$ cat config.mk
export PLATFORM = sky130hd
export DESIGN_NAME = mem_bus_arbiter
export DESIGN_NICKNAME = d
export VERILOG_FILES = /design/src/rtl/arb_pkg.sv /design/src/rtl/rr_pick.sv /design/src/rtl/mem_bus_arbiter.sv
export SDC_FILE = /design/constraint.sdc
export NUM_CORES = 1
export LEC_CHECK = 0
export CAP_MARGIN = 40
export CELL_PAD_IN_SITES_DETAIL_PLACEMENT = 1
export CELL_PAD_IN_SITES_GLOBAL_PLACEMENT = 1
export CORE_AREA = 2 2 94 51
export CTS_BUF_LIST = sky130_fd_sc_hd__clkbuf_8
export CTS_CLUSTER_DIAMETER = 150
export DETAILED_ROUTE_END_ITERATION = 16
export DIE_AREA = 0 0 96 53
export PLACE_DENSITY_LB_ADDON = 0.1
export SLEW_MARGIN = 5
export SYNTH_ARGS = -nofsm -noshare
export SYNTH_HDL_FRONTEND = slang
export SYNTH_SLANG_ARGS = --single-unit
$ cat constraint.sdc
create_clock -name clk_i -period 4 [get_ports clk_i]
set_clock_uncertainty 0.05 [all_clocks]
set_input_delay 0.8 -clock clk_i [delete_from_list [all_inputs] [get_ports clk_i]]
set_output_delay 0.8 -clock clk_i [all_outputs]
set_load 0.005 [all_outputs]
$ cat src/rtl/arb_pkg.sv
// rtl/arb_pkg.sv - shared types and helpers for the memory bus arbiter
package arb_pkg;

  typedef enum logic [1:0] {
    ARB_IDLE  = 2'd0,
    ARB_GRANT = 2'd1,
    ARB_XFER  = 2'd2,
    ARB_TURN  = 2'd3
  } arb_state_e;

  // Width of a binary master index; a two-master bus still needs one bit.
  function automatic int arb_idw(input int n);
    return (n > 1) ? $clog2(n) : 1;
  endfunction

endpackage

$ cat src/rtl/rr_pick.sv
// rtl/rr_pick.sv - combinational round-robin picker starting after the last winner
module rr_pick
  import arb_pkg::*;
#(
  parameter int NUM_REQ = 4,
  localparam int IDW = arb_idw(NUM_REQ)
) (
  input  logic [NUM_REQ-1:0] req_i,
  input  logic [IDW-1:0]     ptr_i,
  output logic [NUM_REQ-1:0] gnt_o,
  output logic [IDW-1:0]     idx_o,
  output logic               valid_o
);

  logic [IDW-1:0] cand;

  // Scan ptr+1, ptr+2 ... wrapping, and take the first active request.
  always_comb begin
    gnt_o   = '0;
    idx_o   = '0;
    valid_o = 1'b0;
    cand    = '0;
    for (int k = 1; k <= NUM_REQ; k++) begin
      cand = IDW'((int'(ptr_i) + k) % NUM_REQ);
      if (!valid_o && req_i[cand]) begin
        valid_o     = 1'b1;
        gnt_o[cand] = 1'b1;
        idx_o       = cand;
      end
    end
  end

endmodule

$ cat src/rtl/mem_bus_arbiter.sv
// rtl/mem_bus_arbiter.sv - round-robin memory port arbiter with burst cap, lock and optional timeout (MEM_BUS_TIMEOUT_EN)
module mem_bus_arbiter
  import arb_pkg::*;
#(
  parameter int NUM_REQ   = 4,
  parameter int MAX_BURST = 4,
  parameter int TIMEOUT   = 16,
  localparam int IDW = arb_idw(NUM_REQ)
) (
  input  logic               clk_i,
  input  logic               rst_ni,
  input  logic [NUM_REQ-1:0] req_i,
  input  logic [NUM_REQ-1:0] lock_i,
  input  logic [NUM_REQ-1:0] rd_i,
  input  logic [NUM_REQ-1:0] wr_i,
  input  logic               mem_ready_i,
  output logic [NUM_REQ-1:0] gnt_o,
  output logic [IDW-1:0]     gnt_id_o,
  output logic [NUM_REQ-1:0] ack_o,
  output logic               mem_rd_o,
  output logic               mem_wr_o,
  output logic               busy_o,
  output logic               bus_err_o
);

  // Beat counter only needs to reach MAX_BURST; it parks there under lock.
  localparam int CNTW = $clog2(MAX_BURST + 1);

  arb_state_e          state_q;
  logic [NUM_REQ-1:0]  gnt_q;
  logic [IDW-1:0]      gnt_id_q;
  logic [IDW-1:0]      ptr_q;
  logic [NUM_REQ-1:0]  ack_q;
  logic                mem_rd_q;
  logic                mem_wr_q;
  logic [CNTW-1:0]     cnt_q;
  logic [CNTW-1:0]     cnt_d;

  logic [NUM_REQ-1:0]  pick_gnt;
  logic [IDW-1:0]      pick_idx;
  logic                pick_valid;

  logic                own_req;
  logic                own_lock;
  logic                own_rd;
  logic                own_wr;

`ifdef MEM_BUS_TIMEOUT_EN
  localparam int WAITW = $clog2(TIMEOUT + 1);
  logic [WAITW-1:0]    wait_q;
  logic                bus_err_q;
`endif

  rr_pick #(
    .NUM_REQ (NUM_REQ)
  ) u_rr_pick (
    .req_i   (req_i),
    .ptr_i   (ptr_q),
    .gnt_o   (pick_gnt),
    .idx_o   (pick_idx),
    .valid_o (pick_valid)
  );

  // Only the current owner's handshake lines are ever looked at.
  assign own_req  = req_i[gnt_id_q];
  assign own_lock = lock_i[gnt_id_q];
  assign own_rd   = rd_i[gnt_id_q];
  assign own_wr   = wr_i[gnt_id_q];

  // Beat count after the beat completing this cycle, held at MAX_BURST.
  assign cnt_d = (cnt_q == CNTW'(MAX_BURST)) ? cnt_q : cnt_q + 1'b1;

  // Arbitration FSM; every output it drives is a register.
  always_ff @(posedge clk_i or negedge rst_ni) begin
    if (!rst_ni) begin
      state_q   <= ARB_IDLE;
      gnt_q     <= '0;
      gnt_id_q  <= '0;
      ptr_q     <= IDW'(NUM_REQ - 1);
      ack_q     <= '0;
      mem_rd_q  <= 1'b0;
      mem_wr_q  <= 1'b0;
      cnt_q     <= '0;
`ifdef MEM_BUS_TIMEOUT_EN
      wait_q    <= '0;
      bus_err_q <= 1'b0;
`endif
    end else begin
      ack_q <= '0;
`ifdef MEM_BUS_TIMEOUT_EN
      bus_err_q <= 1'b0;
`endif
      unique case (state_q)
        ARB_IDLE: begin
          if (pick_valid) begin
            gnt_q    <= pick_gnt;
            gnt_id_q <= pick_idx;
            ptr_q    <= pick_idx;
            state_q  <= ARB_GRANT;
          end
        end
        ARB_GRANT: begin
          if (own_rd || own_wr) begin
            // A simultaneous read and write strobe is treated as a write.
            mem_wr_q <= own_wr;
            mem_rd_q <= own_rd & ~own_wr;
            state_q  <= ARB_XFER;
`ifdef MEM_BUS_TIMEOUT_EN
            wait_q   <= '0;
`endif
          end else if (!own_req) begin
            gnt_q    <= '0;
            gnt_id_q <= '0;
            state_q  <= ARB_TURN;
          end
        end
        ARB_XFER: begin
          if (mem_ready_i) begin
            mem_rd_q <= 1'b0;
            mem_wr_q <= 1'b0;
            ack_q    <= gnt_q;
            cnt_q    <= cnt_d;
            if (own_req && (own_lock || (cnt_d < CNTW'(MAX_BURST)))) begin
              state_q <= ARB_GRANT;
            end else begin
              gnt_q    <= '0;
              gnt_id_q <= '0;
              state_q  <= ARB_TURN;
            end
          end
`ifdef MEM_BUS_TIMEOUT_EN
          else if (wait_q == WAITW'(TIMEOUT - 1)) begin
            // Memory never answered: abandon the beat, no ack, lock ignored.
            mem_rd_q  <= 1'b0;
            mem_wr_q  <= 1'b0;
            bus_err_q <= 1'b1;
            gnt_q     <= '0;
            gnt_id_q  <= '0;
            state_q   <= ARB_TURN;
          end else begin
            wait_q <= wait_q + 1'b1;
          end
`endif
        end
        ARB_TURN: begin
          cnt_q   <= '0;
          state_q <= ARB_IDLE;
        end
        default: begin
          state_q <= ARB_IDLE;
        end
      endcase
    end
  end

  assign gnt_o    = gnt_q;
  assign gnt_id_o = gnt_id_q;
  assign ack_o    = ack_q;
  assign mem_rd_o = mem_rd_q;
  assign mem_wr_o = mem_wr_q;
  assign busy_o   = (state_q != ARB_IDLE);

`ifdef MEM_BUS_TIMEOUT_EN
  assign bus_err_o = bus_err_q;
`else
  assign bus_err_o = 1'b0;
`endif

endmodule

==> results of run 1 <==
-- per-layer routing --
metal	vias to the layer above	track usage
met5	-	0
met4	0	0.0310
met3	2	0.0527
met2	43	0.295
met1	764	0.298
li1	712	-
-- layout make-up --
class                           count  area [um^2]  share of cell area
Tap cell                           57         71.3              0.0344
Timing Repair Buffer               33          333               0.161
Sequential cell                    19          478               0.231
Clock buffer                        3         41.3              0.0199
Inverter                           15         56.3              0.0272
Clock inverter                      1         5.00             0.00242
Multi-Input combinational cell    131         1090               0.524
-- cells by family (layout without fill, tap and decap cells) --
logic type,count (synthesis),count (layout),synth area share
XOR/XNOR,1,1,0.00519
adder cells (fa/ha/maj),15,15,0.111
other,1,1,0.00222
AO/OA/AOI/OAI,54,54,0.246
buffers and inverters,28,52,0.0741
flip-flops,19,19,0.283
multiplexers,10,10,0.106
AND/OR/NAND/NOR,50,50,0.173
-- worst max-delay path: stages --
cell	delay (ns)
clkdlybuf4s50_1	0.65
mux4_2	0.62
o31a_1	0.31
a311o_1	0.47
o31ai_1	0.31
-- stage by stage --
stage	power [mW]	cells	instance area [um^2]	setup slack (ns)
5_1_grt	1.51	259	2070	0.811
3_5_place_dp	1.24	254	2010	0.710
2_1_floorplan	0.993	178	1690	1.35
6_report	1.39	259	2070	0.953
4_1_cts	1.39	258	2060	0.968
3_3_place_gp	1.20	254	2010	0.818
-- synth_stat cells, types with 3 or more instances --
cell type and count:
nand3b_1 5, a32o_1 4, a21oi_1 5, and3_1 4, ha_1 15, and3b_1 3, nand2_1 14, o31ai_1 4
nor2_1 5, inv_1 13, clkbuf_1 9, o21ai_1 7, and2b_2 3, a21o_1 3, mux2i_1 4, dfrtp_1 17
nor3b_1 5, o21ai_2 4, a22o_1 3, mux4_2 5, a211oi_1 5
-- power by group through the flow --
| stage | registers (mW) | logic (mW) | clock network, mW |
|---|---|---|---|
| after floorplan | 0.318 | 0.675 | 0 |
| after global placement | 0.368 | 0.829 | 0 |
| after detailed placement | 0.376 | 0.865 | 0 |
| after global routing | 0.387 | 0.973 | 0.146 |
| after CTS | 0.373 | 0.875 | 0.138 |
| final | 0.373 | 0.881 | 0.136 |
-- state kept, by name, summed over array words and instances, names as in the netlist --
| signal | count |
|---|---|
| cnt_q | 3 |
| ack_o | 4 |
| state_q | 2 |
| ptr_q | 2 |
| mem_wr_o | 1 |
| mem_rd_o | 1 |
| gnt_o | 4 |
| gnt_id_o | 2 |
-- path summary, 6_finish.rpt --
check,endpoint,slack [ns]
max,gnt_id_o[1],0.95
max reg2reg,gnt_o[2],0.97
min reg2reg,gnt_o[3],0.47
max in group asynchronous,ptr_q[1],2.65
min,gnt_o[3],0.47
min in group asynchronous,gnt_o[3],0.76
==> metrics.txt, run 1 <==
status=finished clean; #FFs+latches synth=19; # hold bufs at CTS=0; row cnt=17; max-slew violations=0; number of remaining DRC errors=0; Critical Path AT=3.16 ns; TritonCTS Buffers=3; Util after Layout=0.489; Layout area overhead=22.6%; sequential share of power=0.268; ys flop type=dfrtp_1; CP startpoint kind=input port; sequential element share of the synthesized area=0.283; DRT Pass-1 Iters=4; Hold Fails Final Rpt=0; proportion of power drawn by combinational gates=0.634; YS warnings=0; most frequent cells in the layout=31 x clkdlybuf4s50_1, 17 x dfrtp_1, 15 x ha_1, 14 x nand2_1, 13 x inv_1; die height=53 um; fraction of registers with async set/reset=1.00; Syn Inst Count=178; vias in the first global route=1478; remaining antenna violation count=0; global route overflow=0; worst-case reg-to-reg path depth=6; WL per Instance=18.3 um; CTS tree=built; element type at the critical path end=register; # fillers=480; syn nets=around 210; core area=0.00423 mm^2; post-CTS sizing=0; number of antenna violations at the first check in global routing=0; hold path start=gnt_o[3]; chip width=96 um; nets=around 240; CTS Root Cell=clkbuf_8; start of the worst register-to-register path=ptr_q[0]; Final Setup Violations=0; I/O pin cnt=33; P per Cell Area=671 mW/mm^2; worst hold path depth=2; largest net degree at the start of global routing=20; clock power share=0.098; WL met2=around 2100 um; crit-path max FO=15; # diodes=0; Vias=1521; Leakage=0.889 nW; post-layout min period=3.05 ns; most common cell after layout, fill and taps aside=clkdlybuf4s50_1; setup_tns=0 ns; Clock transition at path regs=approximately 0.07 ns; vias per std cell=5.87; final period utilization=0.762; Yosys cell types=52; Met1 Wirelength=2370 um; drt total wl=4730 um; crit path launch=req_i[2]; RSZ-0062 raised after global routing=no; max-cap violations=0; Starting Density=0.399; mean post-synth cell area=9.49 um^2; Slew HR=0.501; full die area=between 0.005 and 0.006 mm^2; Pint=0.723 mW; share of layout cells above drive strength 1=0.119; Sw Pwr=0.665 mW; WHS=between 0.4 and 0.5 ns; Peak VDD IR=0.000366 V; clock sinks=19; ranking of synthesized cells by area=dfrtp_1 25%, ha_1 11%, mux4_2 6.7%; dominant cell type by area after synthesis=dfrtp_1; GRT Util Overall=0.201; switch share=0.479; met3 routed WL=266 um; Slew @ Worst Pin=0.741 ns; PortBufs=31; CP Class=in2reg; Post-synth EDFFs=0; required time worst endpoint=4.11 ns; Clock Tree Buf Depth=2; DP HPWL=3630 um; post-CTS setup buffer count=0; Iteration-0 DRC Markers=90; Max Used Layer=met4; first-pass GRT wire length=7630 um; highest clock rate=328 MHz; Hold Crit Class=reg2reg; H-tree level count=1; routability cong.=0.791; Yosys top cell area share=0.252; Mapped Area=about 0.0017 mm^2; clk_lat worst skew=between 0.2 and 0.3 ns
(Power assumes the default switching activity.)
==> inputs of run 2 (changes only) <==
- CORE_AREA: 2 2 94 51 -> 2 2 99 53
- DIE_AREA: 0 0 96 53 -> 0 0 101 55
- clock period: 4 -> 2.7 ns (I/O delays scaled with it)
==> run 2 against run 1 <==
Final area up 5.5%. Critical endpoint is now gnt_o[3]. Power up 55%. Hold slack improved by 0.024 ns. Largest cell class unchanged.
==> metrics.txt, run 2 (synthesis results as in run 1) <==
clk_lat worst skew=0.26 ns (about the same); routability cong.=0.810 (+2.3%); share of layout cells above drive strength 1=0.180 (+0.0609); core area=0.00473 mm^2 (+12%); Critical Path AT=2.58 ns (-0.58 ns); post-layout min period=2.49 ns; Layout area overhead=29.3%; number of antenna violations at the first check in global routing=0 (unchanged); max-cap violations=0 (unchanged); Clock transition at path regs=0.08 ns (about the same); full die area=0.00556 mm^2 (+9.2%); nets=252 (+6.3%); setup_tns=0 ns (unchanged); Peak VDD IR=0.000359 V (-1.9%); P per Cell Area=986 mW/mm^2 (+47%); row cnt=18 (+1); Hold Fails Final Rpt=0 (unchanged); WHS=0.492 ns (+0.0244 ns); I/O pin cnt=33 (unchanged); first-pass GRT wire length=7970 um (+4.4%); CP startpoint kind=register; vias per std cell=5.59 (-4.8%); H-tree level count=1 (unchanged); most frequent cells in the layout=31 x clkdlybuf4s50_1, 17 x dfrtp_1, 17 x buf_4, 15 x ha_1; Hold Crit Class=reg2reg; RSZ-0062 raised after global routing=no; die height=55 um (+3.8%); WL per Instance=18.2 um (-0.53%); worst-case reg-to-reg path depth=8 (+2); Final Setup Violations=0 (unchanged); chip width=101 um (+5.2%); Design Area, Final=0.00218 mm^2 (+5.5%); CTS Root Cell=clkbuf_8; status=finished clean; vias in the first global route=1513 (+2.4%); crit-path max FO=10 (-5); DP HPWL=4040 um (+11%); Total Power=2.15 mW (+55%); CP Class=reg2reg; DRT Pass-1 Iters=4 (unchanged); Starting Density=0.357 (-0.0419); Leakage=0.964 nW (+8.4%); final period utilization=0.923; drt total wl=5030 um (+6.4%); CP endpoint=gnt_o[3]; GRT Util Overall=0.193 (-0.00751); start of the worst register-to-register path=ptr_q[1]; Placed Area=0.00213 mm^2 (+5.8%); TritonCTS Buffers=3 (unchanged); Vias=1548 (+1.8%); Layout Cells excl Fill=277 (+6.9%); global route overflow=0 (unchanged); Post-Place Cells=272 (+7.1%); max-slew violations=0 (unchanged); hold path start=cnt_q[1]; clock sinks=19 (unchanged); highest clock rate=401 MHz; Iteration-0 DRC Markers=57 (-37%); CTS tree=built; remaining antenna violation count=0 (unchanged); number of remaining DRC errors=0 (unchanged); crit path launch=ptr_q[1]; required time worst endpoint=2.79 ns (-1.32 ns); R2R Setup Slk=0.21 ns (-0.76 ns); r2r endpoint=gnt_o[3]; Clock Tree Buf Depth=2 (unchanged); PortBufs=31 (unchanged); largest net degree at the start of global routing=20 (unchanged); most common cell after layout, fill and taps aside=clkdlybuf4s50_1; element type at the critical path end=register; # diodes=0 (unchanged)
-- run 2: cell types whose count changed in the layout (fill, tap and decap cells not counted), sizes merged --
cell    delta
buf       +15
clkinv     -1
inv        +1
-- run 2: cell type report --
type                            count  area, um^2
Clock buffer                        3        41.3
Inverter                           15        56.3
Tap cell                           60        75.1
Clock inverter                      1        3.75
Multi-Input combinational cell    131        1090
Fill cell                         544        2540
Sequential cell                    19         478
Timing Repair Buffer               48         438
-- run 2: critical path: stages, from the launching register on --
cell and delay [ns]:
dfstp_2 0.54, inv_1 0.14, ha_1 0.36, buf_4 0.18
and3b_1 0.16, o211ai_1 0.27, a21oi_1 0.17, a221oi_1 0.43
o21ai_2 0.07
-- run 2: layer usage --
metal / routed length [um] / global-route usage
met5: 0 / 0
met1: 2610 / 0.278
met4: 19 / 0.0293
met2: 2210 / 0.311
met3: 192 / 0.0377
-- run 2: repair_timing --
action,CTS,global route
setup buffers,0,1
gates resized for setup,0,1
endpoints found under the setup margin,0,2
endpoints found under the hold margin,0,0
hold buffers,0,0
-- run 2: through the flow --
| stage | worst slack [ns] | utilization |
|---|---|---|
| after floorplan | 0.0523 | - |
| after global placement | 0.0629 | 0.449 |
| after detailed placement | -0.0168 | 0.449 |
| after CTS | 0.0599 | 0.459 |
| after global routing | 0.00657 | 0.462 |
| final | 0.208 | 0.462 |
-- run 2: worst min-delay path by stage --
stage                    end  slack, ns  cells past startpoint
global placement    mem_rd_o       0.45                      1
detailed placement  cnt_q[1]       0.48                      1
floorplan           ack_o[0]       0.19                      0
finish              cnt_q[1]       0.49                      1
CTS                 cnt_q[1]       0.50                      1
global route        mem_rd_o       0.53                      1
-- run 2: power by group --
part	switching, mW	internal (mW)	leakage, nW
registers	0.0946	0.384	0.247
clock network	0.0967	0.101	0.0269
logic	0.818	0.659	0.690
==> variant 1: new RTL, flow settings as in run 1 <==
`MAX_BURST`: 4 -> 8.
--- a/src/rtl/mem_bus_arbiter.sv
+++ b/src/rtl/mem_bus_arbiter.sv
@@ -3,7 +3,7 @@
   import arb_pkg::*;
 #(
   parameter int NUM_REQ   = 4,
-  parameter int MAX_BURST = 4,
+  parameter int MAX_BURST = 8,
   parameter int TIMEOUT   = 16,
   localparam int IDW = arb_idw(NUM_REQ)
 ) (
Behaviour: not the same (Yosys sat finds a counterexample within 10 cycles, from zero or initial values and one cycle with rst_ni low).
==> variant 1 against run 1 <==
  * Total power is 19% higher
  * Sequential cell count is 1 higher
  * Setup slack worse by 0.10 ns
  * Final area is 5.1% higher
  * Clock power is 54% higher
  * Routed wire length is 7.7% higher
  * Synthesized area is 3.7% higher
  * Register-to-register slack worse by 0.12 ns
  * Global-route usage is 2.1 points higher
  * Final cell count is 1.5% higher
  * Combinational power is 18% higher
==> variant 1: results (changes against run 1) <==
| Step | Item | Value | vs run 1 |
| --- | --- | --- | --- |
| status | Outcome | completed |  |
| finish | Share of final-layout standard cells stronger than drive strength 1 | 11.2% | -0.72 points |
| power and ir drop | Sequential Power Share | 24.4% | -2.4 points |
| grt | Global-route wire length before repair | 8.38 mm | +9.8% |
| finish | Non-clk buf share | 15.3% | -0.78 points |
| grt | Vias in the first global route | 1648 | +12% |
| finish | Total number of multi-input combinational cells | 138 | +5.3% |
| finish | Proportion of cell area occupied by registers | 23.1% | +0.035 points |
| route | Via-to-Cell Ratio | 5.79 | -1.5% |
| logic synthesis | Ranking of synthesized cells by area | sky130_fd_sc_hd__dfrtp_1 (26%), sky130_fd_sc_hd__ha_1 (11%), sky130_fd_sc_hd__mux4_2 (7.7%), sky130_fd_sc_hd__a21oi_1 (3.4%), sky130_fd_sc_hd__dfstp_2 (3.0%) |  |
| route | WL met3 | 227 um | -15% |
| finish | Final-layout fill cell count | 467 | -2.7% |
| placement | Final estimated routing congestion in global placement | 0.862 | +8.9% |
| power and ir drop | Leakage power summed over all cells | 0.902 nW | +1.4% |
| grt | Global Route Usage Sum | 22.2% | +2.1 points |
| grt | Maximum number of pins on one net before global-route repair | 19 | -5.0% |
| route | Total length of routed wires | 5.09 mm | +7.7% |
| power and ir drop | Combinational Power Share | 62.9% | -0.5 points |
| power and ir drop | Power per unit of standard cell area | 759 nW/um^2 | +13% |
| route | Count of vias placed by the detailed router | 1522 | +0.066% |
| finish | Multi-input gate area | 1160 sq um | +6.5% |
| placement | Final HPWL DP | 3.85 mm | +6.0% |
| power and ir drop | Switching component of the power | 0.761 mW | +14% |
| finish | Area growth from synthesis to layout | 24.2% |  |
| logic synthesis | Register bit count reported by yosys | 20 | +1 |
| setup path | Slowest stage cell on the critical path | sky130_fd_sc_hd__dfstp_2 |  |
| grt | Met3 Track Usage GR | 4.42% | -0.85 points |
==> variant 1: cell types whose count changed after synthesis, sizes merged, moves of 5 or more <==
cell,run 1,this run
a21oi,5,12
and2b,5,0
clkbuf,9,2
mux2,0,6
nor2b,1,6
==> variant 1: cell families (layout without fill, tap and decap cells) <==
| logic type | Yosys count | count (layout) |
|---|---|---|
| other | 1 | 1 |
| and+or+nand+nor | 57 | 57 |
| xor gates and xnor gates | 2 | 2 |
| buffers and inverters | 20 | 48 |
| muxes | 15 | 15 |
| AOI/OAI and AO/OA | 48 | 48 |
| DFF | 20 | 20 |
| adders and majority gates | 15 | 15 |
==> variant 1: worst paths after layout <==
kind	start	end	cells after the start
setup / recovery	ptr_q[1]	gnt_o[0]	7
hold / removal	gnt_o[2]	gnt_o[2]	1
setup reg to reg	ptr_q[1]	gnt_o[0]	7
hold reg to reg	gnt_o[2]	gnt_o[2]	1
max in group asynchronous	rst_ni	ptr_q[0]	2
min in group asynchronous	rst_ni	gnt_o[1]	1
==> variant 2: new RTL, flow settings as in run 1 <==
Made on the original files. Encoding of `arb_state_e`: now one-hot (4 bits for 4 states).
--- a/src/rtl/arb_pkg.sv
+++ b/src/rtl/arb_pkg.sv
@@ -1,11 +1,11 @@
 // rtl/arb_pkg.sv - shared types and helpers for the memory bus arbiter
 package arb_pkg;
 
-  typedef enum logic [1:0] {
-    ARB_IDLE  = 2'd0,
-    ARB_GRANT = 2'd1,
-    ARB_XFER  = 2'd2,
-    ARB_TURN  = 2'd3
+  typedef enum logic [3:0] {
+    ARB_IDLE  = 4'b0001,
+    ARB_GRANT = 4'b0010,
+    ARB_XFER  = 4'b0100,
+    ARB_TURN  = 4'b1000
   } arb_state_e;
 
   // Width of a binary master index; a two-master bus still needs one bit.
Function: no difference found for any inputs over 10 cycles, from zero or initial values and one cycle with rst_ni low; not proved beyond that.
==> variant 2 against run 1 <==
  * Register-to-register slack improved by 0.06 ns
  * Die area unchanged
  * Setup slack better by 0.077 ns
  * Final area increased by 0.66%
  * Synthesized area up 0.30%
  * Global-route usage about the same
  * Routed wire length down 3.7%
  * Sequential cell count increased by 2
  * Total power rose by 17%
  * Largest power group unchanged
==> variant 2: results (changes against run 1) <==
| Step | Item | Value | vs run 1 |
| --- | --- | --- | --- |
| power and ir drop | Leakage power summed over all cells | 0.839 nW | -5.6% |
| logic synthesis | Ranking of synthesized cells by area | sky130_fd_sc_hd__dfrtp_1 (27%), sky130_fd_sc_hd__mux4_2 (11%), sky130_fd_sc_hd__ha_1 (7.4%), sky130_fd_sc_hd__dfstp_2 (4.7%), sky130_fd_sc_hd__mux2_2 (4.0%) |  |
| logic synthesis | Xor and xnor area share after synthesis | 0.517% | -0.0015 points |
| power and ir drop | Clock net power | 0.145 mW | +7% |
| grt | Global Route Usage Sum | 20.1% | about the same |
| power and ir drop | Cell-internal power | 0.891 mW | +23% |
| logic synthesis | Async set or reset register ratio after synthesis | 100% | unchanged |
| power and ir drop | Combinational Power Share | 63.8% | +0.4 points |
| logic synthesis | Area fraction in compound gates after synthesis | 22.7% | -1.9 points |
| finish | Share of final-layout standard cells stronger than drive strength 1 | 16.6% | +4.7 points |
| logic synthesis | Arithmetic-cell share of the synthesized area counting full adders, half adders and majority gates | 7.39% | -3.7 points |
| route | Via-to-Cell Ratio | 6.04 | +2.8% |
| finish | Nets | 217 | -8.4% |
| route | Total length of routed wires | 4.56 mm | -3.7% |
| grt | Global-route wire length before repair | 7.67 mm | +0.54% |
| status | Outcome | completed |  |
| placement | Post-place instance area | 2040 sq um | +1.4% |
| route | Routed wirelength normalized by instance count | 18.7 um | +2.2% |
| logic synthesis | Sequential cell area fraction in the yosys report | 31.2% | +2.9 points |
| logic synthesis | Synth top cells by count | sky130_fd_sc_hd__dfrtp_1 (18), sky130_fd_sc_hd__a21oi_1 (13), sky130_fd_sc_hd__ha_1 (10) |  |
| power and ir drop | Maximum resistive drop on vdd | 0.240 mV | -34% |
| placement | Final estimated routing congestion in global placement | 0.836 | +5.6% |
| placement | Final HPWL DP | 3.60 mm | -0.80% |
| logic synthesis | Gate count after technology mapping | 162 | -9.0% |
| logic synthesis | Proportion of synthesized area in mux cells | 17.0% | +6.4 points |
| placement | Place WS | 1.07 ns | +0.357 ns |
| logic synthesis | Yosys cell types | 50 | -3.8% |
| setup path | Arrival @ worst endpoint | 3.07 ns | -0.09 ns |
| setup path | Max FO, Critical Path | 18 | +3 |
| route | First DRT Iteration DRCs | 49 | -46% |
| grt | Vias in the first global route | 1493 | +1.0% |
-- variant 2: worst max-delay path, stage by stage (launching register included) --
cell                        delay (ns)
sky130_fd_sc_hd__dfstp_2          0.77
sky130_fd_sc_hd__inv_1            0.25
sky130_fd_sc_hd__ha_1             0.57
sky130_fd_sc_hd__mux2_2           0.41
sky130_fd_sc_hd__nor4b_1          0.37
sky130_fd_sc_hd__a31oi_1          0.08
sky130_fd_sc_hd__a21oi_1          0.24
sky130_fd_sc_hd__o2bb2ai_1        0.12
-- variant 2: area by class of cell --
type	instances	area (sq um)	area share [%]
inverters	6	22.5	1.08
multi-input cells	123	1080	51.9
flip-flops and latches	21	529	25.4
well taps	57	71.3	3.42
clock inverters	1	5.00	0.240
clock buffers	3	41.3	1.98
repair buffers	33	333	16.0
-- variant 2: stage by stage --
| stage | hold WS [ns] | power (mW) |
|---|---|---|
| finish | 0.477 | 1.63 |
| global route | 0.507 | 1.77 |
| CTS | 0.482 | 1.63 |
| detailed placement | 0.459 | 1.48 |
| global placement | 0.458 | 1.43 |
| floorplan | 0.441 | 1.17 |
-- variant 2: path summary, 6_finish.rpt --
path,start,end,slack (ns),cells after the start
worst max-delay path,ptr_q[0],gnt_id_o[1],1.03,7
worst min-delay path,mem_wr_o,mem_wr_o,0.48,1
worst max register to register,ptr_q[0],gnt_id_o[1],1.03,7
worst min register to register,mem_wr_o,mem_wr_o,0.48,1
max in group asynchronous,rst_ni,state_q[0],2.77,2
min in group asynchronous,rst_ni,mem_rd_o,0.68,1
-- variant 2: per-layer routing --
layer,up-vias,track usage [%],wire length [um]
met4,0,2.86,10
met2,63,28.0,1840
li1,671,-,-
met1,737,30.5,2360
met3,2,6.41,344
met5,-,0,0
